==> config.mk <==
export PLATFORM = sky130hd
export DESIGN_NAME = immediate_field_encoder
export DESIGN_NICKNAME = d
export VERILOG_FILES = /design/src/rtl/immediate_field_encoder.sv
export SDC_FILE = /design/constraint.sdc
export NUM_CORES = 1
export LEC_CHECK = 0
export CAP_MARGIN = 20
export CORE_ASPECT_RATIO = 1.5
export CORE_MARGIN = 2
export CORE_UTILIZATION = 50
export CTS_CLUSTER_SIZE = 28
export DETAILED_ROUTE_END_ITERATION = 16
export PLACE_DENSITY = 0.79
export SETUP_SLACK_MARGIN = 0.3
export SYNTH_ARGS = -nofsm -noshare
export SYNTH_HDL_FRONTEND = slang
export SYNTH_SLANG_ARGS = --single-unit
==> constraint.sdc <==
create_clock -name Clk -period 6.3 [get_ports Clk]
set_input_delay 0.945 -clock Clk [delete_from_list [all_inputs] [get_ports Clk]]
set_output_delay 0.945 -clock Clk [all_outputs]
set_load 0.05 [all_outputs]
==> src/rtl/immediate_field_encoder.sv <==
// ---------------------------------------------------------------------------
// immediate_field_encoder
//   Packs a 32-bit operand into a 12-bit ARM instruction immediate field and
//   reports whether the operand is representable in the selected format.
//   Formats (SISE): 00 imm8, 01 imm12, 10 split imm4:imm4, 11 rotated imm8.
//   EN selects the signed (sign-extension) or unsigned (zero) rule. EN is
//   ignored for the rotated format.
//   The rotated format is solved by a one-rotation-per-cycle search, so its
//   latency ranges from 1 to 16 cycles. All other formats take 1 cycle.
//
// Ports
//   Clk      in   1   rising-edge clock
//   Reset_n  in   1   asynchronous active-low reset
//   Start    in   1   request, sampled only while idle
//   Value    in   32  operand, captured when a request is accepted
//   SISE     in   2   format select
//   EN       in   1   1 = signed rule, 0 = unsigned rule
//   Busy     out  1   request in progress
//   Done     out  1   one-cycle completion pulse
//   Fits     out  1   operand representable (held until next Done)
//   Field    out  12  packed immediate, zero when Fits=0 (held until next Done)
// ---------------------------------------------------------------------------
module immediate_field_encoder (
  input  logic        Clk,
  input  logic        Reset_n,
  input  logic        Start,
  input  logic [31:0] Value,
  input  logic [1:0]  SISE,
  input  logic        EN,
  output logic        Busy,
  output logic        Done,
  output logic        Fits,
  output logic [11:0] Field
);

  localparam logic [1:0] IDLE   = 2'd0;
  localparam logic [1:0] CHECK  = 2'd1;
  localparam logic [1:0] SEARCH = 2'd2;

  logic [1:0]  r_state;
  logic [31:0] r_val;
  logic [1:0]  r_sise;
  logic        r_en;
  logic [3:0]  r_rot;
  logic        r_busy;
  logic        r_done;
  logic        r_fits;
  logic [11:0] r_field;

  // Fixed-format (00/01/10) representability and packing.
  logic        w_fit8;
  logic        w_fit12;
  logic        w_fix_fits;
  logic [11:0] w_fix_field;

  always_comb begin
    w_fit8      = 1'b0;
    w_fit12     = 1'b0;
    w_fix_fits  = 1'b0;
    w_fix_field = 12'h000;
    if (r_en) begin
      w_fit8  = (r_val == {{24{r_val[7]}},  r_val[7:0]});
      w_fit12 = (r_val == {{20{r_val[11]}}, r_val[11:0]});
    end else begin
      w_fit8  = (r_val[31:8]  == 24'h0);
      w_fit12 = (r_val[31:12] == 20'h0);
    end
    case (r_sise)
      2'b00: begin
        w_fix_fits  = w_fit8;
        w_fix_field = {4'h0, r_val[7:0]};
      end
      2'b01: begin
        w_fix_fits  = w_fit12;
        w_fix_field = r_val[11:0];
      end
      2'b10: begin
        w_fix_fits  = w_fit8;
        w_fix_field = {r_val[7:4], 4'h0, r_val[3:0]};
      end
      default: begin
        w_fix_fits  = 1'b0;
        w_fix_field = 12'h000;
      end
    endcase
  end

  // Rotated-format candidate: operand rotated left by 2*rot. With rot=0 the
  // right shift is by 32, which yields zero and leaves the plain operand.
  logic [4:0]  w_sh;
  logic [31:0] w_cand;
  logic        w_cand_hit;

  assign w_sh       = {r_rot, 1'b0};
  assign w_cand     = (r_val << w_sh) | (r_val >> (6'd32 - {1'b0, w_sh}));
  assign w_cand_hit = (w_cand[31:8] == 24'h0);

  always_ff @(posedge Clk or negedge Reset_n) begin
    if (!Reset_n) begin
      r_state <= IDLE;
      r_val   <= 32'h0;
      r_sise  <= 2'b00;
      r_en    <= 1'b0;
      r_rot   <= 4'h0;
      r_busy  <= 1'b0;
      r_done  <= 1'b0;
      r_fits  <= 1'b0;
      r_field <= 12'h000;
    end else begin
      r_done <= 1'b0;
      case (r_state)
        IDLE: begin
          // Also reached in the Done cycle, so back-to-back requests are
          // accepted without an idle gap.
          if (Start) begin
            r_val   <= Value;
            r_sise  <= SISE;
            r_en    <= EN;
            r_rot   <= 4'h0;
            r_busy  <= 1'b1;
            r_state <= (SISE == 2'b11) ? SEARCH : CHECK;
          end
        end
        CHECK: begin
          r_fits  <= w_fix_fits;
          r_field <= w_fix_fits ? w_fix_field : 12'h000;
          r_done  <= 1'b1;
          r_busy  <= 1'b0;
          r_state <= IDLE;
        end
        SEARCH: begin
          // Smallest matching rotation wins because rot counts upward.
          if (w_cand_hit) begin
            r_fits  <= 1'b1;
            r_field <= {r_rot, w_cand[7:0]};
            r_done  <= 1'b1;
            r_busy  <= 1'b0;
            r_state <= IDLE;
          end else if (r_rot == 4'hF) begin
            r_fits  <= 1'b0;
            r_field <= 12'h000;
            r_done  <= 1'b1;
            r_busy  <= 1'b0;
            r_state <= IDLE;
          end else begin
            r_rot <= r_rot + 4'h1;
          end
        end
        default: begin
          r_busy  <= 1'b0;
          r_state <= IDLE;
        end
      endcase
    end
  end

  assign Busy  = r_busy;
  assign Done  = r_done;
  assign Fits  = r_fits;
  assign Field = r_field;

endmodule

==> Word-level counts from Yosys, hierarchy flattened <==
Index checks and enable logic that the tools add are counted.
{ "totals": {"mem_bits_ro": 0, "word_cells": 64, "n_memories": 0, "latch_bits": 0, "regBits": 56, "ram_bits": 0} }
{ "op_classes": {"n_mul": 0, "n_eq_ne": 12, "reduce_logical": 12, "shifts": 2, "bitwise_logic": 1, "addsub": 2, "div": 0, "mux": 26, "order_cmp": 0} }
{ "ops": {"columns": ["cell", "count"], "rows": [
  ["$logic_not A24 Y1", 2],
  ["$mux W12", 3],
  ["$pmux W12 S3", 1],
  ["$or A32 B32 Y32", 1],
  ["$shl A32 B5 Y32", 1],
  ["$shr A32 B6 Y32", 1],
  ["$eq A24 B24 Y1", 1],
  ["$pmux W12 S2", 1],
  ["$eq A20 B20 Y1", 1],
  ["$logic_not A20 Y1", 1],
  ["$mux W4", 3],
  ["$mux W1", 8],
  ["$mux W2", 4],
  ["$pmux W1 S2", 4],
  ["$pmux W4 S2", 1],
  ["$eq A2 B2 Y1 const B", 3],
  ["$ne A2 B2 Y1 const B", 3],
  ["$reduce_and A2 Y1", 3],
  ["$sub A6 B5 Y6 const A", 1],
  ["$add A4 B1 Y4 const B", 1],
  ["$eq A2 B1 Y1 const B", 2],
  ["$eq A4 B4 Y1 const B", 1],
  ["$logic_not A2 Y1", 2],
  ["$pmux W2 S2", 1],
  ["4 further kinds", 5]
]} }

==> Depth between registers and ports, before layout <==
Gate-level depths: netlist (run 1).
{ "logic_depth": {"depth_word": 6, "ltp_mapped": 17} }

==> Worst setup path before layout (run 1) <==
OpenSTA, ideal clock, no wires.
{ "synth_path": {"path_kind": "register to register", "from": "register r_rot[0]", "to": "register r_field[11], in the netlist Field[11]", "path_slack_ps": 2880, "path_stages_with_launch": 16, "t_arrival_ps": 3295, "n_path_buf": 6, "setup_time_ps": 125, "cell_sequence": "dfrtp_1 buf_6 buf_6 inv_2 buf_2 buf_1 ha_1 buf_1 mux4_2 nor4_1 nand4_1 nand4bb_1 nand4_4 nor2_4 buf_12 mux2_4"} }
{ "synth_between": {"elab_chain_cells": 6} }
{ "synth_rtl": {"columns": ["item", "line_no", "rtl"], "rows": [
  ["start, declared", "44", "logic [3:0] r_rot;"],
  ["start signal, assigned", "146", "r_rot <= r_rot + 4'h1;"],
  ["$sub A6 B5 Y6", "95", "assign w_cand = (r_val << w_sh) | (r_val >> (6'd32 - {1'b0, w_sh}));"],
  ["$shr A32 B6 Y32", "95", null],
  ["$or A32 B32 Y32", "95", null],
  ["$logic_not A24 Y1", "96", "assign w_cand_hit = (w_cand[31:8] == 24'h0);"],
  ["$mux W12 / $ne A3 B3 Y1 (equally long branches)", null, null],
  ["$pmux W12 S2 / $reduce_and A2 Y1 (equally long branches)", null, null],
  ["end signal, assigned", "126", "r_field <= w_fix_fits ? w_fix_field : 12'h000;"],
  ["end signal, assigned", "135", "r_field <= {r_rot, w_cand[7:0]};"],
  ["end, declared", "48", "logic [11:0] r_field;"]
]} }
Several ways; a longest one is shown, not always the timed one.
A chain may end at the register's enable or synchronous reset.

==> Worst setup path in the final report (run 1) <==
{ "layout_path": {"from": "register r_rot[1]", "to": "register r_field[4], in the netlist Field[4]"} }
The elaborated chain is that of the path after synthesis.

==> impl_metrics.yaml, run 1 <==
timing:
  drv_slew: 0
  holdWs_ps: 508
  hold_viol: 0
  slew-limit-headroom_pct: 27.2
  fin_skew_ps: 5.14
  max_slew.worst_pin.slew_ps: 1080
  setup_tns_ps: 0
  fin_ws_ps: 1700
  period_minus_slack_ps: 4600
  fin_crit_sh_pct: 73.1
  fmax_ghz: 0.217
  finalSetupViolCount: 0
  grt_setup_unrepaired: "no"
critical_path:
  required_ps: 6480
  cp-start-kind: "flip-flop"
  cp.arrival_ps: 4790
  crit_path_cell_trace: "inv_2 -> ha_1 -> buf_4 -> mux2i_1 -> a21oi_1 -> nor4_1 -> nand4_1 -> nand4bb_1 -> nand4_4 -> nor2_4 -> mux2_2"
  crit_path_top_delay_cell: "dfrtp_1"
  r2r_start: "r_rot[1]"
  cp-end-kind: "flip-flop"
  crit_path_start: "r_rot[1]"
  critPathMaxFanout: 29
  worstSetupPathType: "flip-flop to flip-flop"
  cp_slowest_stage_delay_ps: 970
placement:
  pre_cts_slack_ps: 1730
  dpl_cell_area_um2: 5000
  dp_cells: 619
  dpl.hpwl_mm: 8.81
  place_congestion: 0.895
  numPortBuffers: 52
floorplanning:
  initial_core_util_pct: 51.7
  die_w_um: 82.0
  placementRows: 42
  die_height_um: 121
  coreArea_um2: 8830
  dieArea_um2: 9920
  io_pins: 53
global_routing:
  gr-total-overflow: 0
  grt_start_max_net_pins: 62
  grt_pass1_wl_mm: 20.4
  grt_pass1_vias: 4050
  grt.total_usage_pct: 26.5
  antenna_found_initial: 0
cts:
  postCtsHoldBufs: 0
  h-tree-depth: 2
  cts_buffers: 5
  postCtsSetupBuffers: 0
  clk_path_buf_depth: 2
  worstSkewPairLatency_ps: 300
  cts_tree: "yes"
  clk_pin_slew_ps: 70
  root_buffer: "clkbuf_16"
  cts_sinks: 56
  cts_resized: 0
detailed_routing:
  antenna_left: 0
  wl_per_cell_um: 19.8
  drcViolationCount: 0
  vias_per_cell: 6.64
  firstDrtPassIters: 7
  drt_iter0_markers: 368
  wirelength_mm: 12.5
  vias: 4168
synthesis:
  synthFlopType: "dfrtp_1"
  netlist_instances: 504
  ys_seq_elements: 56
  synth_top_area_cell: "dfrtp_1"
  yosysUniqueCellTypes: 66
  yosys-top-cells-area: "dfrtp_1 31%, mux2i_1 9.4%, mux2_2 9.1%"
  netlist.area_leader.share_pct: 30.7
  synth_seq_area_share_pct: 30.7
  synth-async-reset-ratio_pct: 100
  synth_area_um2: 4560
  avgSynthCellArea_um2: 9.05
  yosys_warnings: 0
  synth_edf_count: 0
  syn_nets: 547
run:
  drv_cap: 0
worst_hold_path:
  min_path_type: "flip-flop to flip-flop"
  min_from: "Busy"
power_and_ir_drop:
  p_leak_nw: 1.89
  total_power_mw: 2.37
  power_density_nw_per_um2: 458
  max-vdd-ir-drop_v: 0.000187
final_layout:
  final_net_count: 560
  drive_gt1_share_pct: 15.6
  n_antenna_cell: 0
  syn_to_final_growth_pct: 13.6
  utilization_pct: 58.7
  finalNonFillerCells: 628
  post-route-cell-area_um2: 5180
  n_fill_cell: 793
outcome:
  status: "finished, final reports clean"
## path summary, 6_finish.rpt
kind	end	slack, ps	cells past startpoint
max	Field[4]	1700	11
min in group asynchronous	r_val[30]	760	2
max reg2reg	Field[4]	1700	11
max in group asynchronous	r_rot[0]	5000	2
min reg2reg	Busy	510	1
min	Busy	510	1
## layout make-up
| cell class | count | area (um2) | share of cell area [%] |
|---|---|---|---|
| inverter | 11 | 41.3 | 0.797 |
| timing repair buffer | 59 | 568 | 11.0 |
| clock inverter | 2 | 38.8 | 0.749 |
| clock buffer | 6 | 129 | 2.49 |
| tap | 110 | 138 | 2.66 |
| sequential | 56 | 1400 | 27.1 |
| multi-input combinational | 384 | 2860 | 55.3 |
## sequential cells by signal, indices dropped and copies added (netlist names)
| name | flops |
|---|---|
| Busy | 1 |
| r_rot | 4 |
| Fits | 1 |
| Field | 12 |
| r_en | 1 |
| r_sise | 2 |
| r_val | 32 |
| Done | 1 |
| r_state | 2 |
## Yosys cell counts, types with 11 or more instances
master and instances:
o21ai_0 21, a21oi_1 36, mux2i_1 43, clkbuf_1 35, nor4_1 14, mux4_2 13
nand2_1 51, dfrtp_1 56, nor3_1 22, mux2_2 37, nor2_1 28, nand4_1 11
## cell usage in the layout, fill, tap and decap left out, types with 8 or more instances in the layout
| cell | n |
|---|---|
| mux2_2 | 37 |
| nand3_1 | 9 |
| nor4_1 | 14 |
| inv_1 | 9 |
| dfrtp_1 | 55 |
| o21ai_0 | 21 |
| mux4_2 | 13 |
| clkdlybuf4s50_1 | 51 |
| mux2i_1 | 43 |
| a21oi_1 | 36 |
| nand2_1 | 51 |
| o22ai_1 | 8 |
| nor2_1 | 28 |
| nor3_1 | 22 |
| nand4_1 | 11 |
## logic make-up (layout without fill, tap and decap cells)
kind of cell | count (synthesis) | in the layout | share of synthesized area (%)
AO/OA/AOI/OAI | 115 | 115 | 16.0
XOR/XNOR | 2 | 2 | 0.384
adder cells (fa/ha/maj) | 5 | 5 | 1.37
buffers and inverters | 64 | 78 | 6.50
flip-flops | 56 | 56 | 30.7
multiplexers | 96 | 96 | 26.0
AND/OR/NAND/NOR | 166 | 166 | 19.0
## power by group
group / total, mW / leakage (nW) / switching (mW) / internal [mW]
registers: 0.846 / 0.696 / 0.364 / 0.482
clock network: 0.324 / 0.0815 / 0.135 / 0.190
logic: 1.20 / 1.11 / 0.619 / 0.581
total: 2.37 / 1.89 / 1.12 / 1.25
## routing by layer
layer	global-route usage [%]	up-vias	part of all wire, %
li1	-	1904	-
met1	30.9	1980	36
met2	44.9	231	52
met3	3.72	53	6.1
met4	15.8	0	5.3
met5	0	-	0
## worst max-delay path: cells and delay by family (launching register included)
kind / cells / cell delay (ps)
AO/OA/AOI/OAI: 1 / 120
adder cells (fa/ha/maj): 1 / 720
buffers and inverters: 2 / 680
flip-flops: 1 / 970
multiplexers: 2 / 680
AND/OR/NAND/NOR: 5 / 1290
Power figures use the tool's default switching activity.
==> inputs of run 2 (changes only) <==
--- a/config.mk
+++ b/config.mk
@@ -11,7 +11,7 @@
 export CORE_UTILIZATION = 50
 export CTS_CLUSTER_SIZE = 28
 export DETAILED_ROUTE_END_ITERATION = 16
-export PLACE_DENSITY = 0.79
+export PLACE_DENSITY = 0.82
 export SETUP_SLACK_MARGIN = 0.3
 export SYNTH_ARGS = -nofsm -noshare
 export SYNTH_HDL_FRONTEND = slang
==> constraint.sdc (replaced) <==
create_clock -name Clk -period 3.89 [get_ports Clk]
set_input_delay 0.5835 -clock Clk [delete_from_list [all_inputs] [get_ports Clk]]
set_output_delay 0.5835 -clock Clk [all_outputs]
set_load 0.05 [all_outputs]
==> run 2 against run 1 <==
  * Non-clock buffer count grew 13
  * Sequential share of layout area shrank 0.49 points
  * Worst hold slack lost 150 ps
==> impl_metrics.yaml, run 2 (same netlist as run 1, synthesis figures left out) <==
placement:
  numPortBuffers: 52
  pre_cts_slack_ps: 536
  place_congestion: 0.988
  dpl.hpwl_mm: 9.17
final_layout:
  syn_to_final_growth_pct: 15.7
  multi_input_area_um2: 2860
  seq_area_um2: 1400
  largest-register: "r_val"
  largest_reg_flops: 32
  drive_gt1_share_pct: 17.5
  final_common_cell: "dfrtp_1"
  n_antenna_cell: 0
  layout_common_cells: "55 x dfrtp_1, 51 x nand2_1, 51 x clkdlybuf4s50_1"
  utilization_pct: 59.8
  n_fill_cell: 774
  final_net_count: 573
cts:
  root_buffer: "clkbuf_16"
  clk_pin_slew_ps: 70
  cts_resized: 0
  clk_path_buf_depth: 2
  postCtsHoldBufs: 0
  cts_tree: "yes"
  worstSkewPairLatency_ps: 300
  cts_sinks: 56
  cts_buffers: 5
  h-tree-depth: 2
timing:
  drv_slew: 0
  max_slew.worst_pin.slew_ps: 779
  fmax_ghz: 0.310
  grt_setup_unrepaired: "no"
  hold_viol: 0
  fin_ws_ps: 660
  finalSetupViolCount: 0
  fin_skew_ps: 6.38
  slew-limit-headroom_pct: 48.1
  period_minus_slack_ps: 3230
  fin_crit_sh_pct: 83.0
  setup_tns_ps: 0
  holdWs_ps: 356
detailed_routing:
  vias_per_cell: 6.56
  drt_iter0_markers: 406
  wl_per_cell_um: 19.5
  vias: 4207
  firstDrtPassIters: 8
  wirelength_mm: 12.5
  antenna_left: 0
  drcViolationCount: 0
global_routing:
  grt.total_usage_pct: 26.1
  grt_pass1_vias: 4015
  grt_start_max_net_pins: 42
  grt_pass1_wl_mm: 20.2
  antenna_found_initial: 0
  gr-total-overflow: 0
critical_path:
  cp-start-kind: "flip-flop"
  worstSetupPathType: "flip-flop to flip-flop"
  cp-end-kind: "flip-flop"
  cp.arrival_ps: 3410
  critPathMaxFanout: 34
  required_ps: 4070
floorplanning:
  placementRows: 42
  die_w_um: 82.0
  dieArea_um2: 9920
  io_pins: 53
  initial_core_util_pct: 51.7
  die_height_um: 121
  coreArea_um2: 8830
worst_hold_path:
  min_path_type: "input port to asynchronous set/reset pin"
run:
  drv_cap: 0
power_and_ir_drop:
  total_power_mw: 3.81
  p_leak_nw: 1.94
  max-vdd-ir-drop_v: 0.000395
  power_density_nw_per_um2: 721
outcome:
  status: "finished, final reports clean"
## run 2: cell types whose count changed in the layout (fill, tap and decap cells not counted), sizes merged
cell and change:
inv -1, buf +13, clkinv +1, bufinv -1, clkbuf +1
## run 2: where the power goes
part	internal (mW)	switching, mW	total, mW
clock network	0.241	0.210	0.451
registers	0.783	0.505	1.29
logic	0.993	1.07	2.07
total	2.02	1.79	3.81
## run 2: path summary, 6_finish.rpt
kind / from / to / slack (ps) / depth (start not counted)
hold / removal: Reset_n / r_val[24] / 360 / 1
hold reg to reg: Fits / Fits / 500 / 2
max in group asynchronous: Reset_n / Field[9] / 2740 / 2
min in group Clk: Fits / Fits / 500 / 2
setup / recovery: r_rot[0] / Field[4] / 660 / 11
setup reg to reg: r_rot[0] / Field[4] / 660 / 11
## run 2: stage by stage
step,cells,instance area (um2)
floorplan,504,4560
global placement,628,5080
detailed placement,628,5080
CTS,636,5230
global route,641,5280
finish,641,5280
## run 2: layout make-up
cell class / count / area share (%)
clock buffer: 7 / 2.51
clock inverter: 1 / 0.166
inverter: 11 / 0.783
multi-input combinational: 384 / 54.3
sequential: 56 / 26.6
tap: 110 / 2.61
timing repair buffer: 72 / 13.1
## run 2: worst max-delay path: stages (launching register included)
cell,delay (ps)
dfrtp_2,450
buf_4,410
mux2i_1,240
nor2_1,60
a2111oi_0,460
nor3b_2,300
a21oi_1,70
o21ai_2,170
nand4_4,260
nor2_4,200
buf_12,150
mux2_2,330
## run 2: timing repair
action	4_1_cts	5_1_grt
buffers inserted	0	4
endpoints found under the hold margin	0	0
setup endpoints to repair	0	5
## run 2: metal layers
metal / vias to the layer above / global-route usage [%] / share of wire [%]
li1: 1934 / - / -
met5: - / 0 / 0
met1: 2013 / 31.9 / 37
met4: 0 / 15.3 / 5.8
met2: 199 / 43.3 / 52
met3: 61 / 3.05 / 5.3
